`src/rtl/bmem_arbiter.sv`:
```
// Two-client arbiter for the shared burst-memory port: one owner per transaction,
// round-robin on ties, read beats routed only to the client that issued the read.
module bmem_arbiter #(
  parameter int ADDR_W    = 32,
  parameter int DATA_W    = 64,
  parameter int BURST_LEN = 4
) (
  input  logic              clk,
  input  logic              rst,
  input  logic [ADDR_W-1:0] c0_addr,
  input  logic              c0_read,
  input  logic              c0_write,
  input  logic [DATA_W-1:0] c0_wdata,
  output logic              c0_ready,
  output logic [ADDR_W-1:0] c0_raddr,
  output logic [DATA_W-1:0] c0_rdata,
  output logic              c0_rvalid,
  input  logic [ADDR_W-1:0] c1_addr,
  input  logic              c1_read,
  input  logic              c1_write,
  input  logic [DATA_W-1:0] c1_wdata,
  output logic              c1_ready,
  output logic [ADDR_W-1:0] c1_raddr,
  output logic [DATA_W-1:0] c1_rdata,
  output logic              c1_rvalid,
  output logic [ADDR_W-1:0] bmem_addr,
  output logic              bmem_read,
  output logic              bmem_write,
  output logic [DATA_W-1:0] bmem_wdata,
  input  logic              bmem_ready,
  input  logic [ADDR_W-1:0] bmem_raddr,
  input  logic [DATA_W-1:0] bmem_rdata,
  input  logic              bmem_rvalid,
  output logic [1:0]        dbg_state
);

  // Handshake: a request or write beat transfers on a cycle where the arbiter
  // drives bmem_read/bmem_write and bmem_ready is 1; that same cycle the owner
  // sees cN_ready. Read beats have no back-pressure: cN_rvalid is a one-cycle strobe.

  localparam int CW = (BURST_LEN > 1) ? $clog2(BURST_LEN) : 1;
  localparam logic [CW-1:0] CNT_LAST = CW'(BURST_LEN - 1);

  typedef enum logic [1:0] {
    IDLE   = 2'd0,
    WBURST = 2'd1,
    RISSUE = 2'd2,
    RWAIT  = 2'd3
  } state_e;

  state_e          state_q, state_d;
  logic            owner_q, owner_d;
  logic            last_owner_q, last_owner_d;
  logic [CW-1:0]   cnt_q, cnt_d;

  logic            req0, req1, winner, winner_wr;
  logic            accept, rv_fwd;
  logic [ADDR_W-1:0] own_addr;
  logic [DATA_W-1:0] own_wdata;

  always_comb begin
    state_d      = state_q;
    owner_d      = owner_q;
    last_owner_d = last_owner_q;
    cnt_d        = cnt_q;
    req0         = c0_read | c0_write;
    req1         = c1_read | c1_write;
    // On a tie the client that did not win last time goes next.
    winner       = (req0 & req1) ? ~last_owner_q : req1;
    winner_wr    = winner ? c1_write : c0_write;
    unique case (state_q)
      IDLE: begin
        cnt_d = '0;
        if (req0 | req1) begin
          owner_d      = winner;
          last_owner_d = winner;
          state_d      = winner_wr ? WBURST : RISSUE;
        end
      end
      WBURST: begin
        if (bmem_ready) begin
          cnt_d = cnt_q + 1'b1;
          if (cnt_q == CNT_LAST) state_d = IDLE;
        end
      end
      RISSUE: begin
        // A response beat arriving alongside request acceptance still counts.
        if (bmem_rvalid) cnt_d = cnt_q + 1'b1;
        if (bmem_ready) state_d = RWAIT;
      end
      RWAIT: begin
        if (bmem_rvalid) begin
          cnt_d = cnt_q + 1'b1;
          if (cnt_q == CNT_LAST) state_d = IDLE;
        end
      end
      default: state_d = IDLE;
    endcase
  end

  always_ff @(posedge clk or negedge rst) begin
    if (!rst) begin
      state_q      <= IDLE;
      owner_q      <= 1'b0;
      last_owner_q <= 1'b1;
      cnt_q        <= '0;
    end else begin
      state_q      <= state_d;
      owner_q      <= owner_d;
      last_owner_q <= last_owner_d;
      cnt_q        <= cnt_d;
    end
  end

  assign own_addr   = owner_q ? c1_addr : c0_addr;
  assign own_wdata  = owner_q ? c1_wdata : c0_wdata;

  assign bmem_addr  = (state_q == IDLE) ? '0 : own_addr;
  assign bmem_wdata = (state_q == WBURST) ? own_wdata : '0;
  assign bmem_write = (state_q == WBURST);
  assign bmem_read  = (state_q == RISSUE);

  assign accept     = ((state_q == WBURST) || (state_q == RISSUE)) & bmem_ready;
  assign c0_ready   = accept & ~owner_q;
  assign c1_ready   = accept & owner_q;

  // Beats seen outside a read transaction (e.g. stragglers after reset) are dropped.
  assign rv_fwd     = ((state_q == RISSUE) || (state_q == RWAIT)) & bmem_rvalid;
  assign c0_rvalid  = rv_fwd & ~owner_q;
  assign c1_rvalid  = rv_fwd & owner_q;

  assign c0_raddr   = bmem_raddr;
  assign c1_raddr   = bmem_raddr;
  assign c0_rdata   = bmem_rdata;
  assign c1_rdata   = bmem_rdata;

  assign dbg_state  = state_q;

endmodule

```
`config.mk`:
```
export PLATFORM = sky130hd
export DESIGN_NAME = bmem_arbiter
export DESIGN_NICKNAME = d
export VERILOG_FILES = /design/src/rtl/bmem_arbiter.sv
export SDC_FILE = /design/constraint.sdc
export NUM_CORES = 1
export LEC_CHECK = 0
export CAP_MARGIN = 20
export CORE_AREA = 2 2 230 232
export DETAILED_ROUTE_END_ITERATION = 10
export DIE_AREA = 0 0 232 234
export SLEW_MARGIN = 40
export SYNTH_ARGS = -nofsm -noshare
export SYNTH_HDL_FRONTEND = slang
export SYNTH_SLANG_ARGS = --single-unit
export TNS_END_PERCENT = 30
```
`constraint.sdc`:
```
create_clock -name clk -period 1.8 [get_ports clk]
set_clock_uncertainty 0.2 [all_clocks]
set_input_delay 0.27 -clock clk [delete_from_list [all_inputs] [get_ports clk]]
set_output_delay 0.27 -clock clk [all_outputs]
set_load 0.1 [all_outputs]
```
==> results.json, run 1 <==
{
  "drc_errors": 0,
  "p_sw_uw": 10910,
  "globalRoute.totalOverflow": 0,
  "max_freq_mhz": 465.9,
  "ys_seq_area_frac": 0.04569,
  "dpl.hpwl_um": 14120,
  "first_pass_iters": 4,
  "final_util": 0.1600,
  "drv_cap": 0,
  "drive_gt1_frac": 0.5080,
  "maxSlewHeadroom": 0.7660,
  "comb_power_share": 0.962,
  "rows": 84,
  "htree_levels": 1,
  "slew_viol_final": 0,
  "routabilityCongestion": 0.7683,
  "grt_max_degree": 35,
  "ys_ff_latch": 6,
  "max-vdd-ir-drop_mv": 1.019,
  "syn_area_mm2": 0.003313,
  "clk_pin_slew_worst_paths_ns": 0.04,
  "ff2ff_path_depth": 7,
  "violations": "setup timing",
  "io_buffers": 303,
  "viasPerCell": 2.705,
  "postSynthCellCount": 458,
  "critPathRequiredTime_ns": 1.33,
  "cts_tree": "built",
  "status": "finished with violations",
  "io_pins": 592,
  "p_int_uw": 7290,
  "die_h_um": 234,
  "nets": 925,
  "power_frac_seq": 0.017,
  "clockRootBuffer": "clkbuf_16",
  "fin_crit_sh": 1.192,
  "n_antenna_cell": 0,
  "min_path_type": "input pin to async pin",
  "r2r_slack_ns": -0.12,
  "power.leakage_uw": 0.003149,
  "grt_pass1_wl_um": 22340,
  "antenna_found_initial": 0,
  "fin_ws_ns": -0.3464,
  "critPathKind": "register to output port",
  "p_total_uw": 18200,
  "ant_nets": 0,
  "core-area_mm2": 0.05202,
  "rsz0062_at_grt": "true",
  "end_kind": "output port",
  "crit_path_max_fanout": 18,
  "fin_crit_ns": 2.146,
  "clkSinkCount": 6,
  "yosysUniqueCellTypes": 26,
  "vias": 3544,
  "powerDensity_mw_per_mm2": 2187,
  "setup_viol": 105,
  "area_growth_pct": 151.2,
  "r2r_end": "dbg_state[1]",
  "p_clk_frac": 0.021,
  "switching_share": 0.5995,
  "endpoint": "bmem_wdata[20]",
  "wirelength_um": 16980,
  "dieArea_mm2": 0.05429,
  "initial_core_util": 0.06368,
  "dr.first_iter.drc_count": 49,
  "grt_usage": 0.05335,
  "syn_nets": 760,
  "die_x_um": 232,
  "crit_arrival_ns": 1.68,
  "startpoint": "owner_q",
  "clk_path_buf_depth": 2,
  "clk_latency_ns": 0.23,
  "avgSynthCellArea_um2": 7.234,
  "worstMarginPinSlew_ns": 0.3499,
  "start_kind": "register",
  "routedWlPerCell_um": 12.96,
  "r2r_start": "dbg_state[1]",
  "hold_viol_final": 0,
  "grt_pass1_vias": 3757,
  "cts_buffers": 3,
  "yosysWarnings": 0
}
==> worst max-delay path: stages (launching register included) <==
cell	delay (ns)
dfrtp_4	0.50
buf_12	0.17
buf_12	0.17
mux2i_1	0.11
buf_4	0.15
nor2_4	0.13
buf_12	0.18
==> metal layers <==
layer,part of all wire,vias up,global-route usage
li1,-,1615,-
met1,0.36,1598,0.05728
met2,0.48,276,0.08797
met3,0.14,55,0.02918
met4,0.030,0,0.02003
met5,0,-,0
==> placed cells by master (no fill, tap or decap), types with 2 or more instances in the layout <==
cell type / count
buf_12: 114
buf_4: 44
buf_6: 14
clkbuf_16: 5
clkdlybuf4s50_1: 199
dfrtp_1: 2
dfrtp_4: 3
ha_1: 2
ha_4: 3
inv_1: 3
inv_4: 2
mux2i_1: 63
mux2i_2: 26
mux2i_4: 8
nand2_1: 5
nor2_1: 17
nor2_2: 27
nor2_4: 61
o21ai_0: 4
o21ai_1: 2
==> power groups by stage <==
stage,clock network (uW),registers [uW],logic (uW)
after CTS,381,314,17200
after global routing,389,318,18100
after global placement,0,302,16300
after detailed placement,0,307,16300
final,377,311,17500
after floorplan,0,427,12000
==> kinds of logic (layout without fill, tap and decap cells) <==
group           after synthesis  after routing  synth area share
simple gates                114            114            0.1333
fa+ha+maj                     6              6           0.02266
buf+inv                     220            384            0.4762
mux                          98             98            0.2964
flops                         6              6           0.04570
compound gates               14             14           0.02568
==> synth_stat cells, drive strengths merged <==
cell,instances,area share
mux2i,97,0.29
inv,6,0.0068
buf,211,0.47
mux2,1,0.0034
a22oi,1,0.0023
nand2b,1,0.0019
a21bo,1,0.0030
o21ai,7,0.011
dfrtp,5,0.038
and4bb,1,0.0038
clkbuf,3,0.0034
a21o,1,0.0023
a21oi,1,0.0015
nand3,1,0.0015
dfstp,1,0.0079
nand2,5,0.0057
o211ai,1,0.0023
a31oi,1,0.0019
o22ai,1,0.0019
ha,6,0.023
nor2,105,0.12
nor3,1,0.0015
==> layout make-up <==
class	count	area [um2]
clock buffer	4	78.83
timing repair buffer	374	4827
inverter	6	32.53
fill	5762	43700
multi-input combinational	232	2362
sequential	6	162.7
tap	688	860.8
==> sequential cells by signal (all words and copies together) (netlist names) <==
signal	flops
cnt_q	2
dbg_state	2
last_owner_q	1
owner_q	1
==> how the worst min path moves through the flow <==
stage                  start       end  slack [ns]
floorplan                rst  cnt_q[0]       -0.23
global placement    cnt_q[1]  cnt_q[1]        0.27
detailed placement  cnt_q[1]  cnt_q[1]        0.29
CTS                      rst  cnt_q[1]        0.12
global route             rst  cnt_q[1]        0.13
finish                   rst  cnt_q[1]        0.11
==> stage by stage <==
stage                     setup TNS [ns]  worst slack (ns)  hold slack, ns  instance area (um2)  std cells
final                             -28.21           -0.3464          0.1135                 8324       1310
after global routing              -33.42           -0.3851          0.1307                 8324       1310
after CTS                         -28.73           -0.3824          0.1226                 8137       1301
after detailed placement          -6.811           -0.2417          0.2894                 7597       1292
after global placement            -5.862           -0.2456          0.2689                 7597       1292
after floorplan                   -97.17            -1.265         -0.2256                 3740        458
==> timing repair <==
item	in CTS	in global routing
endpoints found under the setup margin	105	106
cloned	0	2
gates resized for setup	97	25
pin swaps	15	9
hold buffers	0	0
setup buffers	5	7
No activity file was read; power rests on OpenSTA's default activity.
==> run 2: changes to the inputs <==
GPL_ROUTABILITY_DRIVEN = 0   (was default)
==> results of run 2 <==
The final DEF is identical to that of run 1; final timing and power are the same.
==> run 3: changes to the inputs <==
REMOVE_ABC_BUFFERS = 1   (was default)
==> run 3 against run 2 <==
  * The run still ends with setup timing left
  * Fmax grew 2.0%
  * Worst setup slack improved by 0.042 ns
  * Global-route usage rose by 9.3 points
  * Die area is the same
  * Critical path depth decreased by 1
  * First-iteration DRC count grew to 3.5 times the previous value
  * Wire length grew 150%
  * Final area down 3.4%
  * Utilization shrank 0.54 points
  * Clock power about the same
  * Sequential cell count unchanged
  * Largest power group unchanged
==> results.json, run 3 (synthesized netlist as in run 1, its figures left out) <==
{
  "start_kind": "register",
  "setup_viol": 102,
  "r2r_start": "dbg_state[0]",
  "hold_ws_ns": 0.09292,
  "cts_tree": "built",
  "crit_arrival_ns": 1.63,
  "grt_max_degree": 20,
  "rsz0062_at_grt": "true",
  "violations": "setup timing",
  "grt_usage": 0.1459,
  "power.leakage_uw": 0.003136,
  "status": "finished with violations",
  "slew_viol_final": 0,
  "crit_path_max_fanout": 13,
  "cts_buffers": 3,
  "max_freq_mhz": 475.2,
  "drive_gt1_frac": 0.4624,
  "ctsHoldBuffers": 0,
  "clkSinkCount": 6,
  "critPathKind": "register to output port",
  "end_kind": "output port",
  "die_x_um": 232,
  "first_pass_iters": 4,
  "globalRoute.totalOverflow": 0,
  "dieArea_mm2": 0.05429,
  "routedWlPerCell_um": 32.36,
  "powerDensity_mw_per_mm2": 2236,
  "ant_nets": 0,
  "ff2ff_path_depth": 6,
  "min_path_type": "input pin to async pin",
  "critPathRequiredTime_ns": 1.33,
  "clk_pin_slew_worst_paths_ns": 0.04,
  "viasPerCell": 3.169,
  "fin_setup_tns_ns": -23.40,
  "core-area_mm2": 0.05202,
  "dpl.hpwl_um": 35240,
  "final_cell_area_mm2": 0.008044,
  "io_pins": 592,
  "clockRootBuffer": "clkbuf_16",
  "htree_levels": 1,
  "final_cell_mix": "clkdlybuf4s50_1, buf_12, mux2i_1, nor2_2, buf_4",
  "multiInputGateArea_mm2": 0.002093,
  "fill_cells": 5793,
  "nets": 915,
  "fin_ws_ns": -0.3044,
  "drv_cap": 0,
  "startpoint": "owner_q",
  "layout_commonest_cell": "clkdlybuf4s50_1",
  "drc_errors": 0,
  "grt_pass1_vias": 4172,
  "place_area_mm2": 0.007067,
  "dp_worst_setup_slack_ns": -0.4842,
  "rows": 84,
  "worstMarginPinSlew_ns": 0.3373,
  "dr.first_iter.drc_count": 170,
  "area_growth_pct": 142.8,
  "n_antenna_cell": 0,
  "clk_latency_ns": 0.23,
  "register_area_um2": 156.4,
  "die_h_um": 234,
  "maxSlewHeadroom": 0.7687,
  "fin_crit_ns": 2.104,
  "vias": 4120,
  "fin_crit_sh": 1.169,
  "clk_path_buf_depth": 2,
  "io_buffers": 303,
  "antenna_found_initial": 2,
  "max-vdd-ir-drop_mv": 1.192,
  "hold_viol_final": 0,
  "grt_pass1_wl_um": 49950,
  "initial_core_util": 0.06368,
  "wirelength_um": 42060
}
[run 3: cell types whose count changed in the layout (fill, tap and decap cells not counted), moves of 5 or more]
cell / delta
mux2i_2: -5
nor2_4: -32
nor2_1: +12
mux2i_4: -7
buf_12: -7
buf_4: -10
buf_16: +8
mux2i_1: +12
nor2_2: +20
[run 3: path summary, 6_finish.rpt]
check                                  to  slack (ns)
setup / recovery           bmem_wdata[51]       -0.30
hold / removal                   cnt_q[0]        0.09
setup reg to reg             dbg_state[1]       -0.07
hold reg to reg                  cnt_q[1]        0.31
max in group asynchronous    last_owner_q        1.02
min in group clk                 cnt_q[1]        0.31
[run 3: critical path: stages, from the launching register on]
cell,delay (ns)
dfrtp_4,0.51
buf_16,0.18
buf_4,0.15
mux2i_1,0.29
nor2_2,0.09
buf_12,0.18
[run 3: repair_timing]
item	4_1_cts	5_1_grt
gates cloned	5	3
pin swaps	4	7
resized for setup	117	59
endpoints found under the setup margin	106	105
buffers inserted	10	3
[run 3: power by group]
group          leakage, uW  total, uW  internal (uW)  switching (uW)
logic              0.00303      17300           6670           10600
clock network    0.0000382        376            294            81.7
registers        0.0000702        305            221            84.2
[run 3: final cells by class]
cell class | count | area share
Clock buffer | 4 | 0.009799
Inverter | 6 | 0.003733
Multi-Input combinational cell | 232 | 0.2602
Sequential cell | 6 | 0.01944
Tap cell | 688 | 0.1070
Timing Repair Buffer | 364 | 0.5998
[run 3: through the flow]
| step | total power (uW) | util | instances |
|---|---|---|---|
| finish | 17990 | 0.1546 | 1300 |
| global placement | 15470 | 0.1358 | 1276 |
| detailed placement | 15560 | 0.1358 | 1276 |
| CTS | 17500 | 0.1488 | 1295 |
| floorplan | 8440 | - | 244 |
| global route | 18610 | 0.1546 | 1300 |
[run 3: layer usage]
metal	vias to the layer above	track usage	wire length (um)
li1	1601	-	-
met1	1838	0.1291	13710
met2	628	0.2134	17120
met3	39	0.1680	9961
met4	14	0.02384	706
met5	-	0.08571	560
